## src/rtl/ctrl_fsm_if.sv

```systemverilog
// Control/datapath boundary of the multi-cycle core: status flags into the
// sequencer, strobes, selects and status out of it.
interface ctrl_fsm_if #(
    parameter int OPW   = 4,
    parameter int CNT_W = 16
);
    logic [OPW-1:0]   opcode;
    logic             zero;
    logic             mem_ready;
    logic             pc_we;
    logic [1:0]       pc_src;
    logic             ir_we;
    logic             mem_rd;
    logic             mem_we;
    logic             addr_sel;
    logic [2:0]       alu_op;
    logic             alu_src;
    logic             rf_we;
    logic             wb_sel;
    logic             halted;
    logic             bus_err;
    logic             illegal;
    logic [CNT_W-1:0] retired;

    modport master (
        input  opcode, zero, mem_ready,
        output pc_we, pc_src, ir_we, mem_rd, mem_we, addr_sel, alu_op,
               alu_src, rf_we, wb_sel, halted, bus_err, illegal, retired
    );

    modport slave (
        output opcode, zero, mem_ready,
        input  pc_we, pc_src, ir_we, mem_rd, mem_we, addr_sel, alu_op,
               alu_src, rf_we, wb_sel, halted, bus_err, illegal, retired
    );
endinterface

```

## src/rtl/ctrl_fsm.sv

```systemverilog
// Multi-cycle sequencer: FETCH -> DECODE -> EXEC -> [MEM] -> [WB], with memory
// wait-states, access timeout, sticky error flags and a retired-instruction count.
module ctrl_fsm #(
    parameter int OPW     = 4,
    parameter int TIMEOUT = 15,
    parameter int CNT_W   = 16
) (
    input  logic       clk,
    input  logic       reset,
    ctrl_fsm_if.master bus
);
    localparam int WAIT_W = $clog2(TIMEOUT + 1);

    localparam logic [OPW-1:0] OP_ADD  = OPW'(1);
    localparam logic [OPW-1:0] OP_SUB  = OPW'(2);
    localparam logic [OPW-1:0] OP_AND  = OPW'(3);
    localparam logic [OPW-1:0] OP_OR   = OPW'(4);
    localparam logic [OPW-1:0] OP_ADDI = OPW'(5);
    localparam logic [OPW-1:0] OP_LD   = OPW'(6);
    localparam logic [OPW-1:0] OP_ST   = OPW'(7);
    localparam logic [OPW-1:0] OP_BEQ  = OPW'(8);
    localparam logic [OPW-1:0] OP_JMP  = OPW'(9);
    localparam logic [OPW-1:0] OP_HLT  = OPW'(15);
    localparam logic [OPW-1:0] OP_UNDEF_LO = OPW'(10);
    localparam logic [OPW-1:0] OP_UNDEF_HI = OPW'(14);

    typedef enum logic [2:0] {
        S_RST, S_FETCH, S_DECODE, S_EXEC, S_MEM, S_WB, S_HALT
    } state_t;

    state_t            state_q, state_d;
    logic [OPW-1:0]    op_q, op_d;
    logic [WAIT_W-1:0] wait_q, wait_d;
    logic [CNT_W-1:0]  retired_q, retired_d;
    logic              bus_err_q, bus_err_d;
    logic              illegal_q, illegal_d;
    logic              retire;
    logic              wait_expired;

    assign wait_expired = (wait_q == WAIT_W'(TIMEOUT));

    always_ff @(posedge clk or posedge reset) begin
        if (reset) begin
            state_q   <= S_RST;
            op_q      <= '0;
            wait_q    <= '0;
            retired_q <= '0;
            bus_err_q <= 1'b0;
            illegal_q <= 1'b0;
        end else begin
            state_q   <= state_d;
            op_q      <= op_d;
            wait_q    <= wait_d;
            retired_q <= retired_d;
            bus_err_q <= bus_err_d;
            illegal_q <= illegal_d;
        end
    end

    always_comb begin
        state_d      = state_q;
        op_d         = op_q;
        wait_d       = wait_q;
        bus_err_d    = bus_err_q;
        illegal_d    = illegal_q;
        retire       = 1'b0;
        bus.pc_we    = 1'b0;
        bus.pc_src   = 2'd0;
        bus.ir_we    = 1'b0;
        bus.mem_rd   = 1'b0;
        bus.mem_we   = 1'b0;
        bus.addr_sel = 1'b0;
        bus.alu_op   = 3'd0;
        bus.alu_src  = 1'b0;
        bus.rf_we    = 1'b0;
        bus.wb_sel   = 1'b0;
        bus.halted   = 1'b0;

        case (state_q)
            S_RST: state_d = S_FETCH;

            S_FETCH: begin
                bus.mem_rd = 1'b1;
                if (bus.mem_ready) begin
                    bus.ir_we = 1'b1;
                    bus.pc_we = 1'b1;
                    state_d   = S_DECODE;
                end else if (wait_expired) begin
                    bus_err_d = 1'b1;
                    state_d   = S_HALT;
                end else begin
                    wait_d = wait_q + WAIT_W'(1);
                end
            end

            S_DECODE: begin
                op_d = bus.opcode;
                if (bus.opcode >= OP_UNDEF_LO && bus.opcode <= OP_UNDEF_HI)
                    illegal_d = 1'b1;
                state_d = S_EXEC;
            end

            S_EXEC: begin
                case (op_q)
                    OP_ADD: state_d = S_WB;
                    OP_SUB: begin bus.alu_op = 3'd1; state_d = S_WB; end
                    OP_AND: begin bus.alu_op = 3'd2; state_d = S_WB; end
                    OP_OR:  begin bus.alu_op = 3'd3; state_d = S_WB; end
                    OP_ADDI: begin
                        bus.alu_src = 1'b1;
                        state_d     = S_WB;
                    end
                    OP_LD, OP_ST: begin
                        // ALU forms base + offset for the MEM-phase address
                        bus.alu_src = 1'b1;
                        state_d     = S_MEM;
                    end
                    OP_BEQ: begin
                        bus.alu_op = 3'd1;
                        if (bus.zero) begin
                            bus.pc_we  = 1'b1;
                            bus.pc_src = 2'd1;
                        end
                        retire  = 1'b1;
                        state_d = S_FETCH;
                    end
                    OP_JMP: begin
                        bus.pc_we  = 1'b1;
                        bus.pc_src = 2'd2;
                        retire     = 1'b1;
                        state_d    = S_FETCH;
                    end
                    OP_HLT: begin
                        retire  = 1'b1;
                        state_d = S_HALT;
                    end
                    default: begin
                        retire  = 1'b1;
                        state_d = S_FETCH;
                    end
                endcase
            end

            S_MEM: begin
                bus.addr_sel = 1'b1;
                bus.mem_rd   = (op_q == OP_LD);
                bus.mem_we   = (op_q == OP_ST);
                if (bus.mem_ready) begin
                    if (op_q == OP_LD) begin
                        state_d = S_WB;
                    end else begin
                        retire  = 1'b1;
                        state_d = S_FETCH;
                    end
                end else if (wait_expired) begin
                    bus_err_d = 1'b1;
                    state_d   = S_HALT;
                end else begin
                    wait_d = wait_q + WAIT_W'(1);
                end
            end

            S_WB: begin
                bus.rf_we  = 1'b1;
                bus.wb_sel = (op_q == OP_LD);
                retire     = 1'b1;
                state_d    = S_FETCH;
            end

            S_HALT: bus.halted = 1'b1;

            default: state_d = S_RST;
        endcase

        // Every fresh memory phase starts its timeout window at zero
        if (state_d != state_q && (state_d == S_FETCH || state_d == S_MEM))
            wait_d = '0;

        retired_d = retire ? retired_q + CNT_W'(1) : retired_q;
    end

    assign bus.bus_err = bus_err_q;
    assign bus.illegal = illegal_q;
    assign bus.retired = retired_q;
endmodule

```

## src/flat_wrapper.sv

```systemverilog
// flat-port wrapper written by rule: the top's interface ports become plain ports
module ctrl_fsm_flat 
#(
    parameter int OPW     = 4,
    parameter int TIMEOUT = 15,
    parameter int CNT_W   = 16
)
  (clk, reset, bus_opcode, bus_zero, bus_mem_ready, bus_pc_we, bus_pc_src, bus_ir_we, bus_mem_rd, bus_mem_we, bus_addr_sel, bus_alu_op, bus_alu_src, bus_rf_we, bus_wb_sel, bus_halted, bus_bus_err, bus_illegal, bus_retired);
  ctrl_fsm_if #(.OPW(OPW), .CNT_W(CNT_W)) bus_i ();
  input  logic clk;
  input  logic reset;
  input wire logic [$bits(bus_i.opcode)-1:0] bus_opcode;
  input wire logic [$bits(bus_i.zero)-1:0] bus_zero;
  input wire logic [$bits(bus_i.mem_ready)-1:0] bus_mem_ready;
  output wire logic [$bits(bus_i.pc_we)-1:0] bus_pc_we;
  output wire logic [$bits(bus_i.pc_src)-1:0] bus_pc_src;
  output wire logic [$bits(bus_i.ir_we)-1:0] bus_ir_we;
  output wire logic [$bits(bus_i.mem_rd)-1:0] bus_mem_rd;
  output wire logic [$bits(bus_i.mem_we)-1:0] bus_mem_we;
  output wire logic [$bits(bus_i.addr_sel)-1:0] bus_addr_sel;
  output wire logic [$bits(bus_i.alu_op)-1:0] bus_alu_op;
  output wire logic [$bits(bus_i.alu_src)-1:0] bus_alu_src;
  output wire logic [$bits(bus_i.rf_we)-1:0] bus_rf_we;
  output wire logic [$bits(bus_i.wb_sel)-1:0] bus_wb_sel;
  output wire logic [$bits(bus_i.halted)-1:0] bus_halted;
  output wire logic [$bits(bus_i.bus_err)-1:0] bus_bus_err;
  output wire logic [$bits(bus_i.illegal)-1:0] bus_illegal;
  output wire logic [$bits(bus_i.retired)-1:0] bus_retired;
  assign bus_i.opcode = bus_opcode;
  assign bus_i.zero = bus_zero;
  assign bus_i.mem_ready = bus_mem_ready;
  assign bus_pc_we = bus_i.pc_we;
  assign bus_pc_src = bus_i.pc_src;
  assign bus_ir_we = bus_i.ir_we;
  assign bus_mem_rd = bus_i.mem_rd;
  assign bus_mem_we = bus_i.mem_we;
  assign bus_addr_sel = bus_i.addr_sel;
  assign bus_alu_op = bus_i.alu_op;
  assign bus_alu_src = bus_i.alu_src;
  assign bus_rf_we = bus_i.rf_we;
  assign bus_wb_sel = bus_i.wb_sel;
  assign bus_halted = bus_i.halted;
  assign bus_bus_err = bus_i.bus_err;
  assign bus_illegal = bus_i.illegal;
  assign bus_retired = bus_i.retired;
  ctrl_fsm #(.OPW(OPW), .TIMEOUT(TIMEOUT), .CNT_W(CNT_W)) u_core (.clk(clk), .reset(reset), .bus(bus_i));
endmodule
```

## config.mk

```make
export PLATFORM = sky130hd
export DESIGN_NAME = ctrl_fsm_flat
export DESIGN_NICKNAME = d
export VERILOG_FILES = /design/src/rtl/ctrl_fsm_if.sv /design/src/rtl/ctrl_fsm.sv /design/src/flat_wrapper.sv
export SDC_FILE = /design/constraint.sdc
export NUM_CORES = 1
export LEC_CHECK = 0
export ABC_AREA = 1
export BUFFER_PORTS_ARGS = -buffer_cell sky130_fd_sc_hd__buf_2
export CAP_MARGIN = 5
export CORE_ASPECT_RATIO = 1.2
export CORE_UTILIZATION = 49
export CTS_CLUSTER_DIAMETER = 100
export CTS_CLUSTER_SIZE = 30
export DETAILED_ROUTE_END_ITERATION = 10
export GPL_TIMING_DRIVEN = 0
export HOLD_SLACK_MARGIN = 0.08
export PLACE_DENSITY = 0.73
export REMOVE_ABC_BUFFERS = 1
export SYNTH_ARGS = -nofsm -noshare
export SYNTH_HDL_FRONTEND = slang
export SYNTH_SLANG_ARGS = --single-unit
```

## constraint.sdc

```tcl
create_clock -name clk -period 4.9 [get_ports clk]
set_clock_uncertainty 0.1 [all_clocks]
set_input_delay 0.245 -clock clk [delete_from_list [all_inputs] [get_ports clk]]
set_output_delay 0.245 -clock clk [all_outputs]
set_load 0.005 [all_outputs]
```

==> impl_metrics.env, run 1 <==
export IMPL_grt_setup_unrepaired="false"
export IMPL_area_growth_pct=16.4
export IMPL_cts_buffer_depth=2
export IMPL_relSlewSlack_pct=27.8
export IMPL_path_max_fanout=8
export IMPL_power_density_nw_per_um2=504
export IMPL_slew_violations=0
export IMPL_cts_reportedPaths_clkPinSlew_ns=0.06
export IMPL_setup_worst_path_end_class="output port"
export IMPL_pin_count=40
export IMPL_final_common_cell="nand2_1"
export IMPL_antenna_found_initial=0
export IMPL_period_share_pct=40.9
export IMPL_grt_usage_pct=20.8
export IMPL_post_route_cells_drive_above_1_share_pct=25.0
export IMPL_clkSinkCount=29
export IMPL_cts_buffers=5
export IMPL_final_nets=305
export IMPL_dpl_cell_count=339
export IMPL_p_leak_nw=1.29
export IMPL_core_area_um2=3690
export IMPL_layoutNonFillerInstCount=348
export IMPL_placement_io_buffers=38
export IMPL_drt_total_wl_mm=3.75
export IMPL_vias=1735
export IMPL_via_per_inst=4.99
export IMPL_drv_cap=0
export IMPL_drtAntennaViolNets=0
export IMPL_rr_worst_depth=8
export IMPL_synth_top_area_share_pct=38.0
export IMPL_avgSynthCellArea_um2=7.56
export IMPL_setup_worst_path_start_class="flip-flop"
export IMPL_r2r_start="u_core.state_q[2]$_DFF_PP0_"
export IMPL_slowest_stage="dfrtp_1"
export IMPL_place_area_um2=2130
export IMPL_period_needed_ns=2.00
export IMPL_chipHeight_um=70.4
export IMPL_arrival_ns=1.66
export IMPL_clock_latency_ns=0.28
export IMPL_finalSetupTns_ns=0
export IMPL_required_ns=4.55
export IMPL_dpl_hpwl_mm=2.89
export IMPL_drc=0
export IMPL_routabilityCongestion=0.877
export IMPL_crit_chain="inv_2, nand3_2, nor2_1, or3_1, buf_2"
export IMPL_ys_warn_count=0
export IMPL_seq_area_frac_synth_pct=38.0
export IMPL_design_area_um2=2220
export IMPL_worst_setup_path_type="flip-flop to output port"
export IMPL_min_from="bus_opcode[1]"
export IMPL_antenna_cells=0
export IMPL_num_rows=24
export IMPL_layout_cells_most_common_list="nand2_1, buf_2, inv_1"
export IMPL_hold_depth=3
export IMPL_ir_drop_mv=0.232
export IMPL_overflow=0
export IMPL_grt_pass1_wl_mm=6.49
export IMPL_die_area_um2=4160
export IMPL_area_sequential_um2=726
export IMPL_setup_viol_count_final=0
export IMPL_start_util_pct=51.8
export IMPL_synth_cells=253
export IMPL_grt_pass1_vias=1560
export IMPL_status="finished clean"
export IMPL_drtIter0Drc=114
export IMPL_ys_seq_elements=29
export IMPL_ctsRootBufferMaster="clkbuf_8"
export IMPL_slowest_delay_ns=0.57
export IMPL_wl_per_cell_um=10.8
export IMPL_regToRegEndpoint="u_core.bus.retired[9]$_DFFE_PP0P_"
export IMPL_holdWs_ns=0.0989
export IMPL_hold_class="primary input to flip-flop"
export IMPL_synth_top_cell_by_area="dfrtp_1"
export IMPL_worst_pin_slew_ns=1.08
export IMPL_min_to="u_core.op_q[1]$_DFFE_PP0P_"
export IMPL_h_tree_depth=2
export IMPL_synth_cell_type_count=35
export IMPL_rrSetupSlack_ns=3.04
export IMPL_synth_area_um2=1910
export IMPL_max_freq_ghz=0.499
export IMPL_dr_pass1_iters=4
export IMPL_ys_top_cells_by_area="dfrtp_1, nand2_1, nand3_1"
export IMPL_num_fill_cells=365
export IMPL_grt_max_degree=30
export IMPL_hold_viol_final=0
export IMPL_multi_input_area_um2=1020
export IMPL_die_w_um=59.0
export IMPL_cts_tree="built"
flip-flops by register name (all words and copies together), names as in the netlist:
register and count:
u_core.bus.bus_err 1, u_core.op_q 4, u_core.bus.illegal 1, u_core.bus.retired 16, u_core.wait_q 4, u_core.state_q 3
worst max-delay path by stage:
| stage | depth (start not counted) | slack [ns] | end | from |
|---|---|---|---|---|
| 2_1_floorplan | 8 | 3.19 | u_core.bus.retired[9]$_DFFE_PP0P_ | u_core.state_q[2]$_DFF_PP0_ |
| 3_3_place_gp | 8 | 3.03 | u_core.bus.retired[9]$_DFFE_PP0P_ | u_core.state_q[2]$_DFF_PP0_ |
| 3_5_place_dp | 8 | 3.01 | u_core.bus.retired[9]$_DFFE_PP0P_ | u_core.state_q[2]$_DFF_PP0_ |
| 4_1_cts | 5 | 2.89 | bus_pc_we | u_core.state_q[2]$_DFF_PP0_ |
| 5_1_grt | 5 | 2.82 | bus_pc_we | u_core.state_q[2]$_DFF_PP0_ |
| 6_report | 5 | 2.90 | bus_pc_we | u_core.state_q[2]$_DFF_PP0_ |
cell type report:
| type | instances | share of cell area, % |
|---|---|---|
| multi-input combinational | 185 | 45.7 |
| sequential | 29 | 32.6 |
| timing repair buffer | 39 | 9.00 |
| inverter | 35 | 6.02 |
| clock buffer | 6 | 3.26 |
| tap | 52 | 2.92 |
| clock inverter | 2 | 0.450 |
cells in the mapped netlist, drive strengths merged:
cell type and number:
nand2 78, inv 35, dfrtp 29, nand3 27, nor2 26, o21ai 14, xor2 10, xnor2 7
nor3 5, buf 4, nand4 4, nor4 3, a21oi 2, and2 2, ha 2, a41o 1
and3 1, conb 1, o21bai 1, or3 1
per-layer routing:
| layer | vias to the layer above | global-route usage, % | part of all wire (%) |
|---|---|---|---|
| met5 | - | 0 | 0 |
| met2 | 42 | 34.6 | 49 |
| met4 | 0 | 11.4 | 3.0 |
| met1 | 798 | 23.6 | 44 |
| met3 | 10 | 5.37 | 4.0 |
| li1 | 885 | - | - |
power by group:
group          leakage [nW]  internal, mW  switching (mW)
sequential            0.375         0.312          0.0972
clock                0.0450        0.0980          0.0870
combinational         0.872         0.203           0.323
cell families after synthesis:
kind of cell,share of synthesized area [%]
AOI/OAI and AO/OA,5.50
xor gates and xnor gates,8.57
adders and majority gates,1.31
buffers and inverters,8.83
DFF,38.0
other,0.196
and+or+nand+nor,37.6
repair_timing:
action                                 in CTS  in global routing
hold buffers                                1                  0
resized for setup                           0                  0
setup buffers                               0                  0
endpoints found under the hold margin       1                  0
worst max-delay path: cells and delay by family, from the launching register on:
| kind | cells | cell delay (ns) |
|---|---|---|
| buffers and inverters | 2 | 0.22 |
| AND/OR/NAND/NOR | 3 | 0.59 |
| flip-flops | 1 | 0.57 |
metrics by stage:
step / util [%] / power, mW / setup slack (ns)
2_1_floorplan: - / 0.801 / 3.19
3_3_place_gp: 57.7 / 0.935 / 3.03
3_5_place_dp: 57.7 / 0.939 / 3.01
4_1_cts: 60.2 / 1.13 / 2.89
5_1_grt: 60.2 / 1.23 / 2.82
6_report: 60.2 / 1.12 / 2.90
Note: power is estimated with default switching activity, not from simulation.
==> inputs of run 2 (changes only) <==
--- a/config.mk
+++ b/config.mk
@@ -5,17 +5,17 @@
 export SDC_FILE = /design/constraint.sdc
 export NUM_CORES = 1
 export LEC_CHECK = 0
-export ABC_AREA = 1
+export ABC_AREA = 0
 export BUFFER_PORTS_ARGS = -buffer_cell sky130_fd_sc_hd__buf_2
 export CAP_MARGIN = 5
 export CORE_ASPECT_RATIO = 1.2
-export CORE_UTILIZATION = 49
+export CORE_UTILIZATION = 48
 export CTS_CLUSTER_DIAMETER = 100
 export CTS_CLUSTER_SIZE = 30
 export DETAILED_ROUTE_END_ITERATION = 10
 export GPL_TIMING_DRIVEN = 0
 export HOLD_SLACK_MARGIN = 0.08
-export PLACE_DENSITY = 0.73
+export PLACE_DENSITY = 0.75
 export REMOVE_ABC_BUFFERS = 1
 export SYNTH_ARGS = -nofsm -noshare
 export SYNTH_HDL_FRONTEND = slang
==> constraint.sdc (replaced) <==
create_clock -name clk -period 1.83 [get_ports clk]
set_clock_uncertainty 0.1 [all_clocks]
set_input_delay 0.0915 -clock clk [delete_from_list [all_inputs] [get_ports clk]]
set_output_delay 0.0915 -clock clk [all_outputs]
set_load 0.005 [all_outputs]
==> run 2 against run 1 <==
The flow now finishes with violations (DRC, setup timing); hold slack better by 0.28 ns; clock power increased to 3.7 times the previous value; critical path type is now flip-flop to flip-flop; sequential share of layout area up 0.14 points; sequential cell count unchanged.
==> impl_metrics.env, run 2 <==
export IMPL_grt_usage_pct=21.2
export IMPL_place_ws_ns=-0.445
export IMPL_critPathBufInv=0
export IMPL_avgSynthCellArea_um2=9.48
export IMPL_setup_worst_path_start_class="flip-flop"
export IMPL_regToRegEndpoint="u_core.wait_q[2]$_DFFE_PP0P_"
export IMPL_ctsRootBufferMaster="clkbuf_8"
export IMPL_final_nets=243
export IMPL_die_area_um2=3900
export IMPL_cp_top_family="simple AND/OR/NAND/NOR gates"
export IMPL_area_sequential_um2=734
export IMPL_setup_worst_path_end_class="flip-flop"
export IMPL_largest_register_ffs=16
export IMPL_cts_buffers=5
export IMPL_h_tree_depth=2
export IMPL_vias=1594
export IMPL_synth_area_um2=1750
export IMPL_synth_edf_count=0
export IMPL_drc=2
export IMPL_die_w_um=57.2
export IMPL_relSlewSlack_pct=29.5
export IMPL_setup_viol_count_final=7
export IMPL_worst_pin_slew_ns=1.06
export IMPL_dpl_hpwl_mm=2.46
export IMPL_clkSinkCount=29
export IMPL_cp_endpoint="u_core.wait_q[2]$_DFFE_PP0P_"
export IMPL_status="finished with violations"
export IMPL_async_flop_share_pct=100
export IMPL_cp_depth=5
export IMPL_multi_input_area_um2=1010
export IMPL_crit_chain="or3b_4, or3_1, o211ai_2, mux2_4, a211oi_2"
export IMPL_ys_flop_type="dfrtp_1"
export IMPL_post_route_cells_drive_above_1_share_pct=34.6
export IMPL_grt_pass1_vias=1376
export IMPL_chipHeight_um=68.2
export IMPL_drt_total_wl_mm=3.95
export IMPL_num_fill_cells=271
export IMPL_cts_buffer_depth=2
export IMPL_wl_per_cell_um=14.6
export IMPL_grt_pass1_wl_mm=6.16
export IMPL_dr_pass1_iters=7
export IMPL_rr_worst_depth=5
export IMPL_final_common_cell="buf_2"
export IMPL_placement_io_buffers=38
export IMPL_grt_setup_unrepaired="true"
export IMPL_synth_top_cell_by_area="dfrtp_1"
export IMPL_synth_common_cells="dfrtp_1, xnor2_1, nand3_1, nor2_1, a21oi_1"
export IMPL_overflow=0
export IMPL_layout_cells_most_common_list="buf_2, dfrtp_1, xnor2_1"
export IMPL_cts_tree="built"
export IMPL_period_needed_ns=2.00
export IMPL_period_share_pct=109
export IMPL_synth_top_area_share_pct=41.4
export IMPL_layoutNonFillerInstCount=271
export IMPL_pin_count=40
export IMPL_violations="DRC, setup timing"
export IMPL_grt_max_degree=30
export IMPL_required_ns=1.92
export IMPL_ir_drop_mv=1.01
export IMPL_dpl_cell_count=248
export IMPL_ys_seq_elements=29
export IMPL_routabilityCongestion=0.791
export IMPL_drtIter0Drc=96
export IMPL_num_rows=23
export IMPL_antenna_found_initial=0
export IMPL_finalSetupTns_ns=-0.810
export IMPL_setup_ws_ns=-0.172
export IMPL_ys_warn_count=0
export IMPL_cp_startpoint="u_core.state_q[2]$_DFF_PP0_"
export IMPL_seq_area_frac_synth_pct=41.4
export IMPL_clock_latency_ns=0.28
export IMPL_antenna_cells=0
export IMPL_hold_class="flip-flop to flip-flop"
export IMPL_synth_cell_type_count=47
export IMPL_worst_setup_path_type="flip-flop to flip-flop"
export IMPL_slew_violations=0
export IMPL_drv_cap=0
export IMPL_power_density_nw_per_um2=1440
export IMPL_synth_cells=185
export IMPL_arrival_ns=2.09
export IMPL_rrSetupSlack_ns=-0.17
export IMPL_slowest_stage="dfrtp_2"
export IMPL_start_util_pct=51.2
export IMPL_via_per_inst=5.88
export IMPL_core_area_um2=3420
export IMPL_p_leak_nw=1.03
export IMPL_hold_viol_final=0
export IMPL_r2r_start="u_core.state_q[2]$_DFF_PP0_"
export IMPL_synthMostInstantiatedCell="dfrtp_1"
export IMPL_cts_reportedPaths_clkPinSlew_ns=0.06
export IMPL_ys_top_cells_by_area="dfrtp_1, xnor2_1, nand3_1"
export IMPL_slowest_delay_ns=0.44
export IMPL_area_growth_pct=27.8
export IMPL_path_max_fanout=4
export IMPL_drtAntennaViolNets=0
export IMPL_max_freq_ghz=0.500
run 2: power by group:
group / switching [mW] / internal (mW)
combinational: 0.753 / 0.697
clock: 0.234 / 0.443
sequential: 0.283 / 0.823
total: 1.27 / 1.96
run 2: how the worst min path moves through the flow:
stage	start	endpoint	slack [ns]	cells past startpoint
floorplan	reset	u_core.bus.bus_err$_DFFE_PP0P_	0.07	1
global placement	bus_opcode[0]	u_core.op_q[0]$_DFFE_PP0P_	0.22	3
detailed placement	bus_opcode[0]	u_core.op_q[0]$_DFFE_PP0P_	0.23	3
CTS	u_core.bus.bus_err$_DFFE_PP0P_	u_core.bus.bus_err$_DFFE_PP0P_	0.37	1
global route	u_core.bus.illegal$_DFFE_PP0P_	u_core.bus.illegal$_DFFE_PP0P_	0.39	1
finish	u_core.bus.bus_err$_DFFE_PP0P_	u_core.bus.bus_err$_DFFE_PP0P_	0.37	1
run 2: cell families (layout without fill, tap and decap cells):
kind of cell / Yosys count / after routing / share of synthesized area [%]
AOI/OAI and AO/OA: 34 / 35 / 14.6
and+or+nand+nor: 77 / 77 / 24.3
xor gates and xnor gates: 19 / 19 / 9.49
other: 1 / 1 / 0.214
muxes: 5 / 5 / 3.35
buffers and inverters: 18 / 66 / 5.21
DFF: 29 / 29 / 41.4
adders and majority gates: 2 / 2 / 1.43
run 2: layout make-up:
cell class	instances	area share [%]
Sequential cell	29	32.8
Timing Repair Buffer	52	13.8
Tap cell	37	2.06
Clock inverter	1	1.34
Multi-Input combinational cell	139	45.1
Inverter	6	1.00
Clock buffer	7	3.85
run 2: timing repair:
item                       CTS  global route
pin swaps                    3             1
gates resized for setup     10            10
setup endpoints to repair   29            29
buffers inserted             8             0
hold buffers                 6             0
cloned                       1             0
hold endpoints to repair    35             0
run 2: routing by layer:
metal / share of wire [%] / global-route usage, % / routed length [um]
met4: 2.1 / 9.45 / 81
met2: 52 / 38.1 / 2060
met1: 42 / 23.8 / 1660
met5: 0 / 0 / 0
met3: 3.7 / 5.67 / 145
run 2: through the flow:
| step | hold WS (ns) | power (mW) | util, % | instance area, um^2 |
|---|---|---|---|---|
| floorplan | 0.0696 | 1.92 | - | 1690 |
| CTS | 0.372 | 3.16 | 64.3 | 2200 |
| finish | 0.375 | 3.23 | 65.5 | 2240 |
| global placement | 0.220 | 2.25 | 56.1 | 1920 |
| detailed placement | 0.233 | 2.27 | 56.1 | 1920 |
| global route | 0.387 | 3.44 | 65.5 | 2240 |
